<file path="config.mk">
export PLATFORM = sky130hd
export DESIGN_NAME = hazard_ctrl_flat
export DESIGN_NICKNAME = d
export VERILOG_FILES = /design/src/rtl/cpu_pkg.sv /design/src/rtl/hazard_ctrl_if.sv /design/src/rtl/hazard_ctrl_detect.sv /design/src/rtl/hazard_ctrl.sv /design/src/flat_wrapper.sv
export SDC_FILE = /design/constraint.sdc
export NUM_CORES = 1
export LEC_CHECK = 0
export ABC_AREA = 1
export CAP_MARGIN = 20
export CORE_ASPECT_RATIO = 1.5
export CORE_MARGIN = 4
export CORE_UTILIZATION = 30
export DETAILED_ROUTE_END_ITERATION = 6
export SYNTH_ARGS = -nofsm -noshare
export SYNTH_HDL_FRONTEND = slang
export SYNTH_SLANG_ARGS = --single-unit
</file>
<file path="constraint.sdc">
create_clock -name clk -period 3.05 [get_ports clk]
set_input_delay 0.915 -clock clk [delete_from_list [all_inputs] [get_ports clk]]
set_output_delay 0.915 -clock clk [all_outputs]
set_load 0.02 [all_outputs]
</file>
<file path="src/rtl/cpu_pkg.sv">
// Shared CPU definitions: opcode constants, hazard-controller state encoding
// and the per-stage control bundle driven by the hazard controller.
package cpu_pkg;

  localparam logic [3:0] OP_LW  = 4'h8;
  localparam logic [3:0] OP_SW  = 4'h9;
  localparam logic [3:0] OP_LHB = 4'hA;
  localparam logic [3:0] OP_LLB = 4'hB;
  localparam logic [3:0] OP_B   = 4'hC;
  localparam logic [3:0] OP_BR  = 4'hD;
  localparam logic [3:0] OP_HLT = 4'hF;

  localparam logic [1:0] ST_RUN      = 2'd0;
  localparam logic [1:0] ST_MEM_WAIT = 2'd1;
  localparam logic [1:0] ST_DRAIN    = 2'd2;
  localparam logic [1:0] ST_HALTED   = 2'd3;

  typedef enum logic [1:0] {
    RUN      = ST_RUN,
    MEM_WAIT = ST_MEM_WAIT,
    DRAIN    = ST_DRAIN,
    HALTED   = ST_HALTED
  } hz_state_e;

  typedef struct packed {
    logic pc_en;
    logic ifid_en;
    logic ifid_flush;
    logic idex_en;
    logic idex_flush;
    logic exmem_en;
    logic memwb_en;
  } stage_ctrl_t;

  // Stall and drain share one pattern: hold the front end, push a bubble into EX.
  localparam stage_ctrl_t CTRL_RUN    = 7'b1101011;
  localparam stage_ctrl_t CTRL_STALL  = 7'b0001111;
  localparam stage_ctrl_t CTRL_BRANCH = 7'b1111011;
  localparam stage_ctrl_t CTRL_HLT    = 7'b0111011;
  localparam stage_ctrl_t CTRL_RESET  = 7'b0010100;

endpackage

</file>
<file path="src/rtl/hazard_ctrl_if.sv">
// Bundle between the pipeline datapath (master) and the hazard controller
// (slave): hazard-relevant stage fields in, per-stage strobes out.
interface hazard_ctrl_if #(parameter int CNT_W = 16);
  logic [3:0]       id_opcode;
  logic [3:0]       id_srcA;
  logic [3:0]       id_srcB;
  logic             id_usesA;
  logic             id_usesB;
  logic             id_branch;
  logic             id_branchTake;
  logic             ex_memRead;
  logic [3:0]       ex_dstReg;
  logic             ex_setsFlags;
  logic             mem_access;
  logic             mem_ready;
  logic             pc_en;
  logic             ifid_en;
  logic             ifid_flush;
  logic             idex_en;
  logic             idex_flush;
  logic             exmem_en;
  logic             memwb_en;
  logic             halted;
  logic [CNT_W-1:0] stall_count;

  modport master (
    output id_opcode, id_srcA, id_srcB, id_usesA, id_usesB, id_branch, id_branchTake,
    output ex_memRead, ex_dstReg, ex_setsFlags, mem_access, mem_ready,
    input  pc_en, ifid_en, ifid_flush, idex_en, idex_flush, exmem_en, memwb_en,
    input  halted, stall_count
  );

  modport slave (
    input  id_opcode, id_srcA, id_srcB, id_usesA, id_usesB, id_branch, id_branchTake,
    input  ex_memRead, ex_dstReg, ex_setsFlags, mem_access, mem_ready,
    output pc_en, ifid_en, ifid_flush, idex_en, idex_flush, exmem_en, memwb_en,
    output halted, stall_count
  );
endinterface

</file>
<file path="src/rtl/hazard_ctrl_detect.sv">
// Combinational dependency check between the ID instruction and the EX instruction.
module hazard_detect (
  input  logic       ex_memRead_i,
  input  logic [3:0] ex_dstReg_i,
  input  logic       ex_setsFlags_i,
  input  logic [3:0] id_srcA_i,
  input  logic [3:0] id_srcB_i,
  input  logic       id_usesA_i,
  input  logic       id_usesB_i,
  input  logic       id_branch_i,
  output logic       load_use_o,
  output logic       flag_dep_o
);
  logic match_a;
  logic match_b;

  assign match_a = id_usesA_i && (id_srcA_i == ex_dstReg_i);
  assign match_b = id_usesB_i && (id_srcB_i == ex_dstReg_i);

  // R0 is hardwired, so a load targeting it never produces a dependency.
  assign load_use_o = ex_memRead_i && (ex_dstReg_i != 4'd0) && (match_a || match_b);
  assign flag_dep_o = id_branch_i && ex_setsFlags_i;
endmodule

</file>
<file path="src/rtl/hazard_ctrl.sv">
// Pipeline sequencing controller: stalls, freezes, flushes and HLT drain for
// the 5-stage pipeline, plus a saturating stall-cycle counter.
module hazard_ctrl
  import cpu_pkg::*;
#(
  parameter int DRAIN_CYCLES = 3,
  parameter int CNT_W        = 16
) (
  input  logic         clk,
  input  logic         rst,
  hazard_ctrl_if.slave bus
);
  localparam int DRAIN_W = (DRAIN_CYCLES > 1) ? $clog2(DRAIN_CYCLES) : 1;

  hz_state_e          state_q, state_d;
  logic [DRAIN_W-1:0] drain_q, drain_d;
  logic [CNT_W-1:0]   stall_q;
  stage_ctrl_t        ctrl;
  logic               load_use, flag_dep, mem_hold;

  hazard_detect u_detect (
    .ex_memRead_i   (bus.ex_memRead),
    .ex_dstReg_i    (bus.ex_dstReg),
    .ex_setsFlags_i (bus.ex_setsFlags),
    .id_srcA_i      (bus.id_srcA),
    .id_srcB_i      (bus.id_srcB),
    .id_usesA_i     (bus.id_usesA),
    .id_usesB_i     (bus.id_usesB),
    .id_branch_i    (bus.id_branch),
    .load_use_o     (load_use),
    .flag_dep_o     (flag_dep)
  );

  assign mem_hold = bus.mem_access && !bus.mem_ready;

  always_comb begin
    ctrl    = '0;
    state_d = state_q;
    drain_d = drain_q;
    if (rst) begin
      ctrl = CTRL_RESET;
    end else begin
      case (state_q)
        RUN, MEM_WAIT: begin
          // MEM_WAIT falls through to the RUN rules in its mem_ready cycle.
          if (state_q == MEM_WAIT && !bus.mem_ready) begin
            ctrl = '0;
          end else if (mem_hold) begin
            state_d = MEM_WAIT;
          end else begin
            state_d = RUN;
            if (load_use || flag_dep) begin
              ctrl = CTRL_STALL;
            end else if (bus.id_branchTake) begin
              ctrl = CTRL_BRANCH;
            end else if (bus.id_opcode == OP_HLT) begin
              ctrl    = CTRL_HLT;
              state_d = DRAIN;
              drain_d = DRAIN_W'(DRAIN_CYCLES - 1);
            end else begin
              ctrl = CTRL_RUN;
            end
          end
        end
        DRAIN: begin
          if (!mem_hold) begin
            ctrl = CTRL_STALL;
            if (drain_q == '0) state_d = HALTED;
            else               drain_d = drain_q - DRAIN_W'(1);
          end
        end
        HALTED:  ctrl = '0;
        default: state_d = RUN;
      endcase
    end
  end

  always_ff @(posedge clk) begin
    if (rst) begin
      state_q <= RUN;
      drain_q <= '0;
      stall_q <= '0;
    end else begin
      state_q <= state_d;
      drain_q <= drain_d;
      if (!ctrl.pc_en && state_q != HALTED && stall_q != {CNT_W{1'b1}})
        stall_q <= stall_q + CNT_W'(1);
    end
  end

  assign bus.pc_en       = ctrl.pc_en;
  assign bus.ifid_en     = ctrl.ifid_en;
  assign bus.ifid_flush  = ctrl.ifid_flush;
  assign bus.idex_en     = ctrl.idex_en;
  assign bus.idex_flush  = ctrl.idex_flush;
  assign bus.exmem_en    = ctrl.exmem_en;
  assign bus.memwb_en    = ctrl.memwb_en;
  assign bus.halted      = (state_q == HALTED) && !rst;
  assign bus.stall_count = stall_q;
endmodule

</file>
<file path="src/flat_wrapper.sv">
// flat-port wrapper written by rule: the top's interface ports become plain ports
module hazard_ctrl_flat import cpu_pkg::*;
#(
  parameter int DRAIN_CYCLES = 3,
  parameter int CNT_W        = 16
)
  (clk, rst, bus_id_opcode, bus_id_srcA, bus_id_srcB, bus_id_usesA, bus_id_usesB, bus_id_branch, bus_id_branchTake, bus_ex_memRead, bus_ex_dstReg, bus_ex_setsFlags, bus_mem_access, bus_mem_ready, bus_pc_en, bus_ifid_en, bus_ifid_flush, bus_idex_en, bus_idex_flush, bus_exmem_en, bus_memwb_en, bus_halted, bus_stall_count);
  hazard_ctrl_if #(.CNT_W(CNT_W)) bus_i ();
  input  logic clk;
  input  logic rst;
  input wire logic [$bits(bus_i.id_opcode)-1:0] bus_id_opcode;
  input wire logic [$bits(bus_i.id_srcA)-1:0] bus_id_srcA;
  input wire logic [$bits(bus_i.id_srcB)-1:0] bus_id_srcB;
  input wire logic [$bits(bus_i.id_usesA)-1:0] bus_id_usesA;
  input wire logic [$bits(bus_i.id_usesB)-1:0] bus_id_usesB;
  input wire logic [$bits(bus_i.id_branch)-1:0] bus_id_branch;
  input wire logic [$bits(bus_i.id_branchTake)-1:0] bus_id_branchTake;
  input wire logic [$bits(bus_i.ex_memRead)-1:0] bus_ex_memRead;
  input wire logic [$bits(bus_i.ex_dstReg)-1:0] bus_ex_dstReg;
  input wire logic [$bits(bus_i.ex_setsFlags)-1:0] bus_ex_setsFlags;
  input wire logic [$bits(bus_i.mem_access)-1:0] bus_mem_access;
  input wire logic [$bits(bus_i.mem_ready)-1:0] bus_mem_ready;
  output wire logic [$bits(bus_i.pc_en)-1:0] bus_pc_en;
  output wire logic [$bits(bus_i.ifid_en)-1:0] bus_ifid_en;
  output wire logic [$bits(bus_i.ifid_flush)-1:0] bus_ifid_flush;
  output wire logic [$bits(bus_i.idex_en)-1:0] bus_idex_en;
  output wire logic [$bits(bus_i.idex_flush)-1:0] bus_idex_flush;
  output wire logic [$bits(bus_i.exmem_en)-1:0] bus_exmem_en;
  output wire logic [$bits(bus_i.memwb_en)-1:0] bus_memwb_en;
  output wire logic [$bits(bus_i.halted)-1:0] bus_halted;
  output wire logic [$bits(bus_i.stall_count)-1:0] bus_stall_count;
  assign bus_i.id_opcode = bus_id_opcode;
  assign bus_i.id_srcA = bus_id_srcA;
  assign bus_i.id_srcB = bus_id_srcB;
  assign bus_i.id_usesA = bus_id_usesA;
  assign bus_i.id_usesB = bus_id_usesB;
  assign bus_i.id_branch = bus_id_branch;
  assign bus_i.id_branchTake = bus_id_branchTake;
  assign bus_i.ex_memRead = bus_ex_memRead;
  assign bus_i.ex_dstReg = bus_ex_dstReg;
  assign bus_i.ex_setsFlags = bus_ex_setsFlags;
  assign bus_i.mem_access = bus_mem_access;
  assign bus_i.mem_ready = bus_mem_ready;
  assign bus_pc_en = bus_i.pc_en;
  assign bus_ifid_en = bus_i.ifid_en;
  assign bus_ifid_flush = bus_i.ifid_flush;
  assign bus_idex_en = bus_i.idex_en;
  assign bus_idex_flush = bus_i.idex_flush;
  assign bus_exmem_en = bus_i.exmem_en;
  assign bus_memwb_en = bus_i.memwb_en;
  assign bus_halted = bus_i.halted;
  assign bus_stall_count = bus_i.stall_count;
  hazard_ctrl #(.DRAIN_CYCLES(DRAIN_CYCLES), .CNT_W(CNT_W)) u_core (.clk(clk), .rst(rst), .bus(bus_i));
endmodule
</file>
==> reports/results.ini <==
[timing]
hold_ws_ps=461
skew_ps=4.94
min_period_ps=2990
final_max_slew_viol_count=0
slew-limit-headroom=0.783
fin_crit_sh=0.981
tightest_slew_ps=323
finalSetupTns_ps=0
final_hold_viol_count=0
setup_viol=0
fmax_mhz=334

[clock_tree]
hold_buffers=0
cts_sinks=20
cts_buffer_depth=2
cts_tree=yes
cts_root_buf=clkbuf_8
insertion_delay_ps=270
clk_pin_slew_ps=80
numCtsBuffers=3
cts_max_level=1

[critical_path]
cpMaxStageDelayCell=clkdlybuf4s50_1
path_max_fanout=3
timing.rr.start=u_core.bus.stall_count[0]$_SDFFE_PP0P_
cpMostUsedCell=buf_4
rr_worst_depth=8
required_ps=2130
r2r_slack_ps=1040
setup.worst_path.class=input pin to output port
end_kind=output port
start_kind=input pin
r2r_end=u_core.bus.stall_count[3]$_SDFFE_PP0P_
cp_cell_sequence=clkdlybuf4s50_1, nand2_2, inv_1, buf_4, a211oi_2, buf_4, buf_2
max_stage_delay_ps=420
worstPathArrival_ps=2080

[drt]
drt_wl_total_um=4360
via_count=1629
vias_per_cell=4.68
wl_per_cell_um=12.5
drt_iter0_drc=35
first_pass_iters=4
detail-route-antenna-nets=0
drc_errors=0

[cells_and_area]
drive_gt1_frac=0.234
syn2layout_area_growth_pct=45.5
num_antenna_cells=0
finalCoreUtilization=0.451
finalNonFillerCells=348
final_nets=311

[pwr]
p_leak_nw=0.911
total_power_mw=0.648
vdd_drop_max_mv=0.243
power.density_mw_per_mm2=299

[floorplanning]
io-pin-count=50
start_util=0.310
core_area_mm2=0.00481
die_x_um=65.5
rows=31
die-area_mm2=0.00618
die_h_um=94.3

[yosys]
synth_cells=222
syn_area_per_cell_um2=6.71
synth_area_mm2=0.00149
synth_top_area_share=0.269
ys_warn_count=0
synthSimpleGateAreaFrac=0.380
synth_xor_area_frac=0.0882
yosys.area_share.adder=0.0168
synthFlopType=dfxtp_1
ys_types=32
synth_seq_area_share=0.269
synthTopCellsByCount=nand2_1, inv_1, nor2_1
synth_top_area_cell=dfxtp_1
synth-compound-area-share=0.134
synth_fp_nets=250
ys_ff_latch=20
synth_area_leaders=dfxtp_1, nand2_1, nand4_1
synth_top_family_by_area=simple AND/OR/NAND/NOR gates
post-synth-top-count-cell=nand2_1
synth_edf_count=0
muxShareOfSynthArea=0
synthArstFlopShare=0

[global_route]
grt_max_degree=18
grt_pass1_wl_um=7190
grt_antenna_before_repair=0
grt_pass1_vias=1632
overflow=0
grt_usage=0.145

[place]
dp_hpwl_um=3280
gp_congestion=0.813
numPortBuffers=49
place_inst=341

[hold_path]
worstHoldStart=u_core.drain_q[1]$_SDFFE_PP0P_
min_to=u_core.drain_q[1]$_SDFFE_PP0P_
holdPathStages=2
hold_class=flip-flop to flip-flop

[flow_run]
max-cap-violations=0

[run_status]
status=finished clean

## report_power, final
group / total [mW] / internal, mW / switching [mW]
clock network: 0.212 / 0.115 / 0.0967
registers: 0.273 / 0.267 / 0.00634
logic: 0.163 / 0.0763 / 0.0872
total: 0.648 / 0.458 / 0.190
## cells in the final DEF, fill, tap and decap left out, drive strengths merged
master          n
o311a           1
xor2            9
o31ai           1
o21a            1
dlygate4sd2     7
a21oi          20
ha              2
clkdlybuf4s50  26
xnor2           6
nand4          18
buf            23
nor2           23
nand2          55
clkdlybuf4s15   3
nand3          14
clkbuf          9
nor3            6
a22oi           1
nand3b          1
a211oi          1
inv            32
o21ai           3
dfxtp          20
## critical path: cells and delay by family
kind	cells	cell delay [ps]
compound gates	1	150
simple gates	1	80
buf+inv	5	930
## how the worst max path moves through the flow
| stage | startpoint | to | slack (ps) | cells past startpoint |
|---|---|---|---|---|
| finish | bus_mem_access | bus_idex_en | 60 | 7 |
| global route | bus_id_srcB[2] | bus_ifid_flush | -10 | 11 |
| global placement | bus_ex_dstReg[2] | bus_ifid_flush | -730 | 8 |
| floorplan | bus_ex_dstReg[1] | bus_ifid_flush | 110 | 6 |
| CTS | bus_id_srcA[1] | bus_ifid_flush | -20 | 11 |
| detailed placement | bus_ex_dstReg[2] | bus_ifid_flush | -760 | 8 |
## sequential cells by signal, summed over array words and instances, names as in the netlist
name                    flops
u_core.drain_q              2
u_core.state_q              2
u_core.bus.stall_count     16
## timing repair
action	in CTS	in global routing
gates resized for setup	58	25
setup endpoints to repair	8	8
pin swaps	16	12
buffers inserted	1	2
## cell type report
class | count | area, µm²
fillers | 523 | 2640
multi-input cells | 162 | 962
repair buffers | 64 | 547
flip-flops and latches | 20 | 400
inverters | 32 | 120
well taps | 66 | 82.6
clock buffers | 4 | 55.1
## layer usage
| metal | vias to the layer above | routed length [µm] | share of wire | track usage |
|---|---|---|---|---|
| li1 | 841 | - | - | - |
| met1 | 726 | 1770 | 0.41 | 0.164 |
| met2 | 55 | 2230 | 0.51 | 0.272 |
| met3 | 7 | 282 | 0.065 | 0.0204 |
| met4 | 0 | 73 | 0.017 | 0.0415 |
| met5 | - | 0 | 0 | 0 |
## kinds of logic (layout without fill, tap and decap cells)
group                      count (synthesis)  count (layout)
DFF                                       20              20
adders and majority gates                  2               2
and+or+nand+nor                          117             117
AOI/OAI and AO/OA                         28              28
xor gates and xnor gates                  15              15
buffers and inverters                     40             100
## stage by stage
step / instance area, µm² / setup WS (ps)
after floorplan: 1490 / 114
after global placement: 2110 / -728
after detailed placement: 2110 / -757
after CTS: 2140 / -19.4
after global routing: 2170 / -9.70
final: 2170 / 58.9
Note: power is estimated with default switching activity, not from simulation.
